## config.mk

```make
export PLATFORM = sky130hd
export DESIGN_NAME = ddr5_bank_timing_tracker
export DESIGN_NICKNAME = d
export VERILOG_FILES = /design/src/rtl/ddr5_bank_timing_tracker.sv
export SDC_FILE = /design/constraint.sdc
export NUM_CORES = 2
export LEC_CHECK = 0
export BUFFER_PORTS_ARGS = -buffer_cell sky130_fd_sc_hd__buf_2
export CAP_MARGIN = 10
export CORE_ASPECT_RATIO = 1.2
export CORE_MARGIN = 3
export CORE_UTILIZATION = 42
export CTS_CLUSTER_SIZE = 8
export DETAILED_ROUTE_END_ITERATION = 7
export HOLD_SLACK_MARGIN = 0.08
export PLACE_DENSITY = 0.53
export SETUP_SLACK_MARGIN = 0.5
export SLEW_MARGIN = 30
export SYNTH_ARGS = -nofsm -noshare
export SYNTH_HDL_FRONTEND = slang
export SYNTH_SLANG_ARGS = --single-unit
```

## constraint.sdc

```tcl
create_clock -name clk -period 5.4 [get_ports clk]
set_input_delay 0 -clock clk [delete_from_list [all_inputs] [get_ports clk]]
set_output_delay 0 -clock clk [all_outputs]
set_load 0.01 [all_outputs]
```

## src/rtl/ddr5_bank_timing_tracker.sv

```systemverilog
// Per-bank DDR5 state/timing tracker with a combinational command-legality query.
// Define DDR5_TIMING_CHECK_EN to flag (sticky err_illegal) any illegal command seen on the bus.
module ddr5_bank_timing_tracker #(
    parameter int NUM_BG       = 8,
    parameter int BANKS_PER_BG = 4,
    parameter int ROW_W        = 16,
    parameter int CNT_W        = 10,
    parameter int tRC          = 228,
    parameter int tRAS         = 152,
    parameter int tRRD_L       = 22,
    parameter int tRRD_S       = 14,
    parameter int tRP          = 74,
    parameter int tRFC         = 710,
    parameter int tCWD         = 76,
    parameter int tRCD         = 76,
    parameter int tWR          = 60,
    parameter int tRTP         = 36,
    parameter int tCCD_L       = 22,
    parameter int tCCD_S       = 14,
    parameter int tCCD_L_WR    = 94,
    parameter int tCCD_S_WR    = 14,
    parameter int tBURST       = 16,
    parameter int tCCD_L_RTW   = 30,
    parameter int tCCD_S_RTW   = 30,
    parameter int tCCD_L_WTR   = 138,
    parameter int tCCD_S_WTR   = 102,
    localparam int BG_W        = $clog2(NUM_BG),
    localparam int BA_W        = $clog2(BANKS_PER_BG),
    localparam int NB          = NUM_BG * BANKS_PER_BG
) (
    input  logic             clk,
    input  logic             rst_n,
    input  logic             cmd_valid,
    input  logic [2:0]       cmd_type,
    input  logic [BG_W-1:0]  cmd_bg,
    input  logic [BA_W-1:0]  cmd_ba,
    input  logic [ROW_W-1:0] cmd_row,
    input  logic [2:0]       q_type,
    input  logic [BG_W-1:0]  q_bg,
    input  logic [BA_W-1:0]  q_ba,
    input  logic [ROW_W-1:0] q_row,
    output logic             q_ok,
    output logic             q_row_hit,
    output logic [NB-1:0]    bank_open,
    output logic             err_illegal
);
    localparam int IDX_W = $clog2(NB);
    localparam logic [2:0] C_NOP = 3'd0;
    localparam logic [2:0] C_ACT = 3'd1;
    localparam logic [2:0] C_RD  = 3'd2;
    localparam logic [2:0] C_WR  = 3'd3;
    localparam logic [2:0] C_PRE = 3'd4;
    localparam logic [2:0] C_REF = 3'd5;

    typedef logic [CNT_W-1:0] cnt_t;
    typedef enum logic {IDLE, ACTIVE} bank_st_t;
    localparam cnt_t CNT_ONE = CNT_W'(1);

    bank_st_t         bank_st  [NB];
    logic [ROW_W-1:0] open_row [NB];
    cnt_t             b_act [NB];
    cnt_t             b_pre [NB];
    cnt_t             b_rd  [NB];
    cnt_t             b_wr  [NB];
    cnt_t             g_act, g_rd, g_wr, g_ref;
    logic [BG_W-1:0]  last_act_bg, last_rd_bg, last_wr_bg;
    logic             all_pre_ok;
    logic [NB-1:0]    cmd_sel;
    logic [IDX_W-1:0] cmd_idx, q_idx;
    logic             is_act, is_rd, is_wr, is_pre, is_ref;

    function automatic cnt_t sat_inc(input cnt_t c);
        return (&c) ? c : c + CNT_ONE;
    endfunction

    // One extra bit so summed spacings such as tCWD+tBURST+tWR never wrap.
    function automatic logic elapsed_ge(input cnt_t c, input int t);
        logic [CNT_W:0] tt;
        tt = (CNT_W+1)'(t);
        return {1'b0, c} >= tt;
    endfunction

    function automatic logic [IDX_W-1:0] bank_idx(input logic [BG_W-1:0] bg, input logic [BA_W-1:0] ba);
        return IDX_W'(int'(bg) * BANKS_PER_BG + int'(ba));
    endfunction

    function automatic logic legal(input logic [2:0] t, input logic [BG_W-1:0] bg,
                                   input logic [BA_W-1:0] ba);
        logic [IDX_W-1:0] i;
        logic             ok;
        i = bank_idx(bg, ba);
        case (t)
            C_NOP: ok = 1'b1;
            C_ACT: ok = (bank_st[i] == IDLE) && elapsed_ge(b_pre[i], tRP) && elapsed_ge(b_act[i], tRC)
                        && elapsed_ge(g_act, (bg == last_act_bg) ? tRRD_L : tRRD_S)
                        && elapsed_ge(g_ref, tRFC);
            C_RD:  ok = (bank_st[i] == ACTIVE) && elapsed_ge(b_act[i], tRCD)
                        && elapsed_ge(g_rd, (bg == last_rd_bg) ? tCCD_L : tCCD_S)
                        && elapsed_ge(g_wr, (bg == last_wr_bg) ? tCCD_L_WTR : tCCD_S_WTR);
            C_WR:  ok = (bank_st[i] == ACTIVE) && elapsed_ge(b_act[i], tRCD)
                        && elapsed_ge(g_wr, (bg == last_wr_bg) ? tCCD_L_WR : tCCD_S_WR)
                        && elapsed_ge(g_rd, (bg == last_rd_bg) ? tCCD_L_RTW : tCCD_S_RTW);
            C_PRE: ok = (bank_st[i] == ACTIVE) && elapsed_ge(b_act[i], tRAS)
                        && elapsed_ge(b_rd[i], tRTP) && elapsed_ge(b_wr[i], tCWD + tBURST + tWR);
            C_REF: ok = (bank_open == '0) && all_pre_ok && elapsed_ge(g_ref, tRFC);
            default: ok = 1'b0;
        endcase
        return ok;
    endfunction

    always_comb begin
        bank_open  = '0;
        all_pre_ok = 1'b1;
        for (int i = 0; i < NB; i++) begin
            bank_open[i] = (bank_st[i] == ACTIVE);
            all_pre_ok   = all_pre_ok & elapsed_ge(b_pre[i], tRP);
        end
    end

    always_comb begin
        cmd_idx = bank_idx(cmd_bg, cmd_ba);
        cmd_sel = '0;
        for (int i = 0; i < NB; i++)
            cmd_sel[i] = cmd_valid && (cmd_idx == IDX_W'(i));
        is_act = cmd_valid && (cmd_type == C_ACT);
        is_rd  = cmd_valid && (cmd_type == C_RD);
        is_wr  = cmd_valid && (cmd_type == C_WR);
        is_pre = cmd_valid && (cmd_type == C_PRE);
        is_ref = cmd_valid && (cmd_type == C_REF);
    end

    always_comb begin
        q_idx     = bank_idx(q_bg, q_ba);
        q_ok      = legal(q_type, q_bg, q_ba);
        q_row_hit = (bank_st[q_idx] == ACTIVE) && (open_row[q_idx] == q_row);
    end

    // Counters start saturated so that every event looks infinitely old after reset.
    always_ff @(posedge clk or negedge rst_n) begin
        if (!rst_n) begin
            for (int i = 0; i < NB; i++) begin
                bank_st[i]  <= IDLE;
                open_row[i] <= '0;
                b_act[i]    <= '1;
                b_pre[i]    <= '1;
                b_rd[i]     <= '1;
                b_wr[i]     <= '1;
            end
            g_act       <= '1;
            g_rd        <= '1;
            g_wr        <= '1;
            g_ref       <= '1;
            last_act_bg <= '0;
            last_rd_bg  <= '0;
            last_wr_bg  <= '0;
        end else begin
            for (int i = 0; i < NB; i++) begin
                b_act[i] <= (cmd_sel[i] && is_act) ? CNT_ONE : sat_inc(b_act[i]);
                b_pre[i] <= (cmd_sel[i] && is_pre) ? CNT_ONE : sat_inc(b_pre[i]);
                b_rd[i]  <= (cmd_sel[i] && is_rd)  ? CNT_ONE : sat_inc(b_rd[i]);
                b_wr[i]  <= (cmd_sel[i] && is_wr)  ? CNT_ONE : sat_inc(b_wr[i]);
                if (cmd_sel[i] && is_act) begin
                    bank_st[i]  <= ACTIVE;
                    open_row[i] <= cmd_row;
                end else if (cmd_sel[i] && is_pre) begin
                    bank_st[i]  <= IDLE;
                end
            end
            g_act <= is_act ? CNT_ONE : sat_inc(g_act);
            g_rd  <= is_rd  ? CNT_ONE : sat_inc(g_rd);
            g_wr  <= is_wr  ? CNT_ONE : sat_inc(g_wr);
            g_ref <= is_ref ? CNT_ONE : sat_inc(g_ref);
            if (is_act) last_act_bg <= cmd_bg;
            if (is_rd)  last_rd_bg  <= cmd_bg;
            if (is_wr)  last_wr_bg  <= cmd_bg;
        end
    end

`ifdef DDR5_TIMING_CHECK_EN
    logic cmd_legal;

    always_comb cmd_legal = legal(cmd_type, cmd_bg, cmd_ba);

    always_ff @(posedge clk or negedge rst_n) begin
        if (!rst_n) begin
            err_illegal <= 1'b0;
        end else if (cmd_valid && !cmd_legal) begin
            err_illegal <= 1'b1;
            $error("ddr5_bank_timing_tracker: illegal command type=%0d bg=%0d ba=%0d",
                   cmd_type, cmd_bg, cmd_ba);
        end
    end
`else
    assign err_illegal = 1'b0;
`endif

endmodule

```

# Word level (Yosys, flattened, before mapping)
# Cells that the tools add are included.
# word_totals
register_bits	1873
in_bits	51
out_inout_bits	35
word_cells	1286
# op_classes
n_addsub	134
n_lt_le_gt_ge	45
eq_ne	177
muxes	351
n_bitwise	33
n_reduce_logical	347
# ops
op	n
$mux 10	272
$add 10x1->10 const B	132
$reduce_and 10->1	132
$ge 10x7->1 const B	34
$bmux 10 s5	4
$logic_and 1x1->1	180
$ne 2x2->1 const B	68
$ne 2x1->1 const B	64
$bmux 16 s5	1
$eq 5x5->1 const B	16
$mux 1	66
$reduce_bool 2->1	32
$eq 5x4->1 const B	8
$logic_not 32->1	1
$mux 16	2
$and 1x1->1	31
$ge 10x8->1 const B	3
$eq 5x3->1 const B	4
$ge 10x5->1	2
$eq 16x16->1	1
$eq 3x2->1 const B	4
$eq 3x3->1 const B	4
$add 5x2->5	2
$eq 5x2->1 const B	2
other kinds (18)	22

# Logic depth before layout (Yosys ltp)
# depth
depth_word	35
depth_mapped	17
ltp_nobuf	13

# Worst setup path before layout
# Ideal clock, no wire load.
# synth_path
path_type	in2out
from	in q_bg[1]
to	out q_ok
t_arrival_ps	2988
required_time_ps	5400
slack_ps	2412
stages	17
path_buffers	4
cell_sequence	clkbuf_1 > clkbuf_1 > clkbuf_1 > clkbuf_1 > xnor2_1 > nand3_1 > inv_1 > ha_1 > o21a_1 > o21ai_0 > nand2_1 > a21oi_1 > o21bai_1 > a2111oi_0 > o22ai_1 > nand3_1 > nand4_1
# synth_via
elab_chain_cells	11
word_cells_on_any_way	48
cone_classes	add/sub: 1; order compare: 10; eq/ne: 3; mux: 20; bitwise: 2; reduce/logical: 12
# synth_rtl
item	line	source
from (decl)	39	input logic [BG_W-1:0] q_bg,
$add 5x2->5	84	return IDX_W'(int'(bg) * BANKS_PER_BG + int'(ba));
$not 5->6 (not written as such)	n/a	
$bmux 10 s5 / $bmux 1 s5 (equally long branches)	94, 97, 100	
$mux 10 (not written as such) / $mux 1 (equally long branches) (2 in a row)	94, 97, 100	
$ge 10x7->1 / $not 1->1 (equally long branches)	80, 94	
$logic_and 1x1->1 (2 in a row)	94	C_ACT: ok = (bank_st[i] == IDLE) && elapsed_ge(b_pre[i], tRP) && elapsed_ge(b_act[i], tRC)
$logic_and 1x1->1	95	&& elapsed_ge(g_act, (bg == last_act_bg) ? tRRD_L : tRRD_S)
$logic_and 1x1->1	96	&& elapsed_ge(g_ref, tRFC);
$pmux 1 s6 (*)	92	case (t)
to (decl)	42	output logic q_ok,
# Mark *: on every way between the ends. The rest lies on a longest branch, timed or not. The select of a mux whose other input is x is not followed.

# Worst setup path after layout
# layout_path
from	reg b_pre[307] (netlist name)
to	out q_ok
# layout_via
elab_chain_cells	35
word_cells_on_any_way	43
cone_classes	order compare: 2; mux: 4; bitwise: 31; reduce/logical: 6
# layout_rtl
item	line	source
from (decl)	62	cnt_t b_pre [NB];
from (signal, indexed assignment)	159	b_pre[i] <= (cmd_sel[i] && is_pre) ? CNT_ONE : sat_inc(b_pre[i]);
$ge 10x7->1	80	return {1'b0, c} >= tt;
$and 1x1->1 (31 in a row)	116	all_pre_ok = all_pre_ok & elapsed_ge(b_pre[i], tRP);
$logic_and 1x1->1 (2 in a row)	105	C_REF: ok = (bank_open == '0) && all_pre_ok && elapsed_ge(g_ref, tRFC);
$pmux 1 s6 (*)	92	
# Marks and branches as above.

==> flow_metrics.py <==
metrics = {
    "global_route": {
        "antenna_found_initial": 19,
        "grt_pass1_vias": 74700,
        "grt_pass1_wl_um": 461000,
        "grt_usage_pct": 25.1,
        "grt_max_degree": 158,
        "grt-ovfl-total": 0,
    },
    "routing": {
        "vias_per_cell": 5.84,
        "routed_wl_um": 302000,
        "drt_first_pass_iters": 8,
        "initialDrtViolationCount": 5580,
        "routedWlPerCell_um": 23.5,
        "drcViolationCount": 0,
        "via_count": 75100,
        "ant_nets": 0,
    },
    "timing": {
        "relSlewSlack_pct": 30.7,
        "tns_ns": 0,
        "rsz0062_at_grt": "false",
        "max_freq_ghz": 0.231,
        "hold_ws_ns": 0.190,
        "min_period_ns": 4.33,
        "setup_viol": 0,
        "drv_slew": 0,
        "fin_skew_ns": 0.0507,
        "fin_crit_sh_pct": 80.2,
        "worst_pin_slew_ns": 1.04,
        "hold_viol_final": 0,
    },
    "finish": {
        "finalNonFillerCells": 12900,
        "drive_above_1_share_pct": 24.8,
        "seq_area_um2": 48500,
        "area.growth.synth_to_final_pct": 12.8,
        "multiInputGateArea_um2": 47100,
        "fill_cells": 21000,
        "num-nets-final": 9998,
        "utilization_pct": 47.9,
    },
    "outcome": {
        "status": "complete, no violations",
    },
    "worst_hold_path": {
        "hold_class": "in2reg",
    },
    "yosys": {
        "synth_area_per_cell_um2": 10.2,
        "yosysWarnings": 0,
        "synth_area_leaders": "dfstp_2 (36%), dfrtp_1 (14%), mux4_2 (5.7%)",
        "postSynth.asyncResetShare_pct": 100,
        "synth_top_area_share_pct": 35.7,
        "synth_top_cell_by_area": "dfstp_2",
        "synth_flop_cell": "dfstp_2",
        "ys_seq_area_share_pct": 50.0,
        "syn_nets": 9797,
        "synth_edf_count": 0,
        "synth_cell_types": 71,
        "netlist_area_um2": 97100,
        "synthCells": 9567,
        "ys_seq_elements": 1873,
    },
    "cts": {
        "cts-root-buf": "clkbuf_16",
        "clkTransAtPathRegs_ns": 0.05,
        "clock_latency_ns": 0.86,
        "cts_tree": "built",
        "cts.path.max_buffers": 4,
        "cts.sinks": 1873,
        "h-tree-depth": 5,
        "cts_buffers": 277,
        "cts_setup_buffers": 0,
    },
    "placed_design": {
        "dp_hpwl_um": 204000,
        "post-place-cells": 12500,
        "gp_congestion": 0.916,
        "port_buffers": 84,
    },
    "worst_setup_path": {
        "endpoint_kind": "primary output",
        "worstPathArrival_ns": 4.33,
        "rr_worst_depth": 8,
        "startpoint": "b_pre[307]$_DFFE_PN1P_",
        "crit_path_end": "q_ok",
        "start_kind": "register",
        "crit_fanout": 6,
        "r2r-end": "b_pre[82]$_DFFE_PN1P_",
        "crit_type": "reg2out",
        "r2r_start": "b_pre[81]$_DFFE_PN1P_",
        "required_ns": 5.40,
        "r2r_slack_ns": 2.75,
    },
    "die": {
        "row_count": 192,
        "ios": 86,
        "die_w_um": 445,
        "core_area_um2": 229000,
        "dieArea_um2": 237000,
        "start_util_pct": 42.4,
        "die_h_um": 533,
    },
    "power": {
        "power_w": 0.0557,
        "power_density_nw_per_um2": 509,
        "p_leak_nw": 46.1,
        "ir_drop_uv": 269,
    },
    "flow_run": {
        "max_cap_viol_count": 0,
    },
}
placed cells by master, fill, tap and decap left out, drive strengths merged, types with 18 or more instances in the layout:
cell	n
clkbuf	337
dfrtp	553
and3	312
nor2b	26
nor3b	42
a31oi	215
nor4	75
dlygate4sd3	32
xnor2	214
o311ai	21
and4b	29
o31ai	58
nand3	495
o211a	29
inv	141
mux4	244
mux2	284
nand4	227
and2	33
xor2	465
o21ai	340
nand2b	64
dfstp	1320
nand2	1437
a21o	18
or4	20
buf	215
and4	48
a21oi	264
ha	179
nor2	1224
or3	78
o22ai	54
a211oi	101
mux2i	181
nor3	298
synth_stat cells, drive strengths merged, types with 17 or more instances:
library cell	n
nand4	227
o211a	29
a21oi	264
nor4	75
nor3b	42
o211ai	17
a211oi	101
a31oi	215
nor2	1224
ha	179
and4	48
nand2	1437
mux4	244
or4	20
inv	129
and3	312
a21o	18
buf	85
dfrtp	553
a2111oi	17
and4b	29
nor3	298
nor2b	26
dfstp	1320
nand3	495
o311ai	21
o21ai	340
o22ai	54
nand2b	64
and2	33
mux2	284
xor2	465
xnor2	214
o31ai	58
or3	78
clkbuf	240
mux2i	181
worst max-delay path, cell delays in order, from the launching register on:
cell,delay (ns)
dfstp_2,0.39
nor3_1,0.74
mux2i_1,0.25
mux4_2,0.53
a211oi_1,0.49
o31ai_1,0.28
nand3_1,0.15
nand4_1,0.37
buf_2,0.30
layout make-up:
type                    instances  share of cell area (%)
repair buffers                247                    1.99
diodes                         10                  0.0228
clock inverters                20                   0.217
flip-flops and latches       1873                    44.3
inverters                     129                   0.446
multi-input cells            7240                    42.9
well taps                    3007                    3.43
clock buffers                 337                    6.66
report_power, final:
part,internal (W),switching (W)
Combinational,0.00576,0.00645
Sequential,0.0220,0.00580
Clock,0.00940,0.00635
Total,0.0371,0.0186
state kept, by name, summed over array words and instances (netlist names):
signal / cells
g_rd: 10
open_row: 512
b_act: 320
b_wr: 320
last_act_bg: 3
last_wr_bg: 3
bank_open: 32
b_rd: 320
g_ref: 10
g_act: 10
last_rd_bg: 3
g_wr: 10
b_pre: 320
worst min-delay path by stage:
stage | to | slack [ns] | cells after the start | start
after floorplan | bank_open[0]$_DFFE_PN0P_ | -0.30 | 0 | rst_n
after global placement | last_rd_bg[2]$_DFFE_PN0P_ | 0.33 | 3 | cmd_bg[2]
after detailed placement | last_act_bg[2]$_DFFE_PN0P_ | 0.33 | 3 | cmd_bg[2]
after CTS | last_wr_bg[2]$_DFFE_PN0P_ | 0.12 | 4 | cmd_bg[2]
after global routing | last_act_bg[1]$_DFFE_PN0P_ | 0.18 | 4 | cmd_bg[1]
final | last_wr_bg[2]$_DFFE_PN0P_ | 0.19 | 4 | cmd_bg[2]
repair_timing:
action                      CTS  global route
setup endpoints to repair     0             0
gates resized for setup       0             0
hold buffers                 32             0
hold endpoints to repair   1271             0
per-layer routing:
layer	routed length [um]	track usage [%]	vias to the layer above	share of wire [%]
met2	144000	41.7	2026	48
li1	-	-	34400	-
met3	15100	3.31	640	5.0
met5	13	0	-	0.0043
met4	18200	13.1	2	6.0
met1	125000	32.1	38000	41
cells by family (layout without fill, tap and decap cells):
| kind of cell | count (synthesis) | after routing | synth area share [%] |
|---|---|---|---|
| and+or+nand+nor | 4452 | 4452 | 21.2 |
| DFF | 1873 | 1873 | 50.0 |
| AOI/OAI and AO/OA | 1220 | 1220 | 7.75 |
| muxes | 709 | 709 | 10.8 |
| xor gates and xnor gates | 679 | 679 | 6.12 |
| buffers and inverters | 454 | 733 | 1.87 |
| adders and majority gates | 179 | 179 | 2.31 |
| other | 1 | 11 | 0.00386 |
through the flow:
| step | worst slack [ns] | instance area [um2] |
|---|---|---|
| after floorplan | 2.41 | 97100 |
| after global placement | 1.39 | 101000 |
| after detailed placement | 1.48 | 102000 |
| after CTS | 0.879 | 109000 |
| after global routing | 0.978 | 110000 |
| final | 1.07 | 110000 |
(Power assumes the default switching activity.)
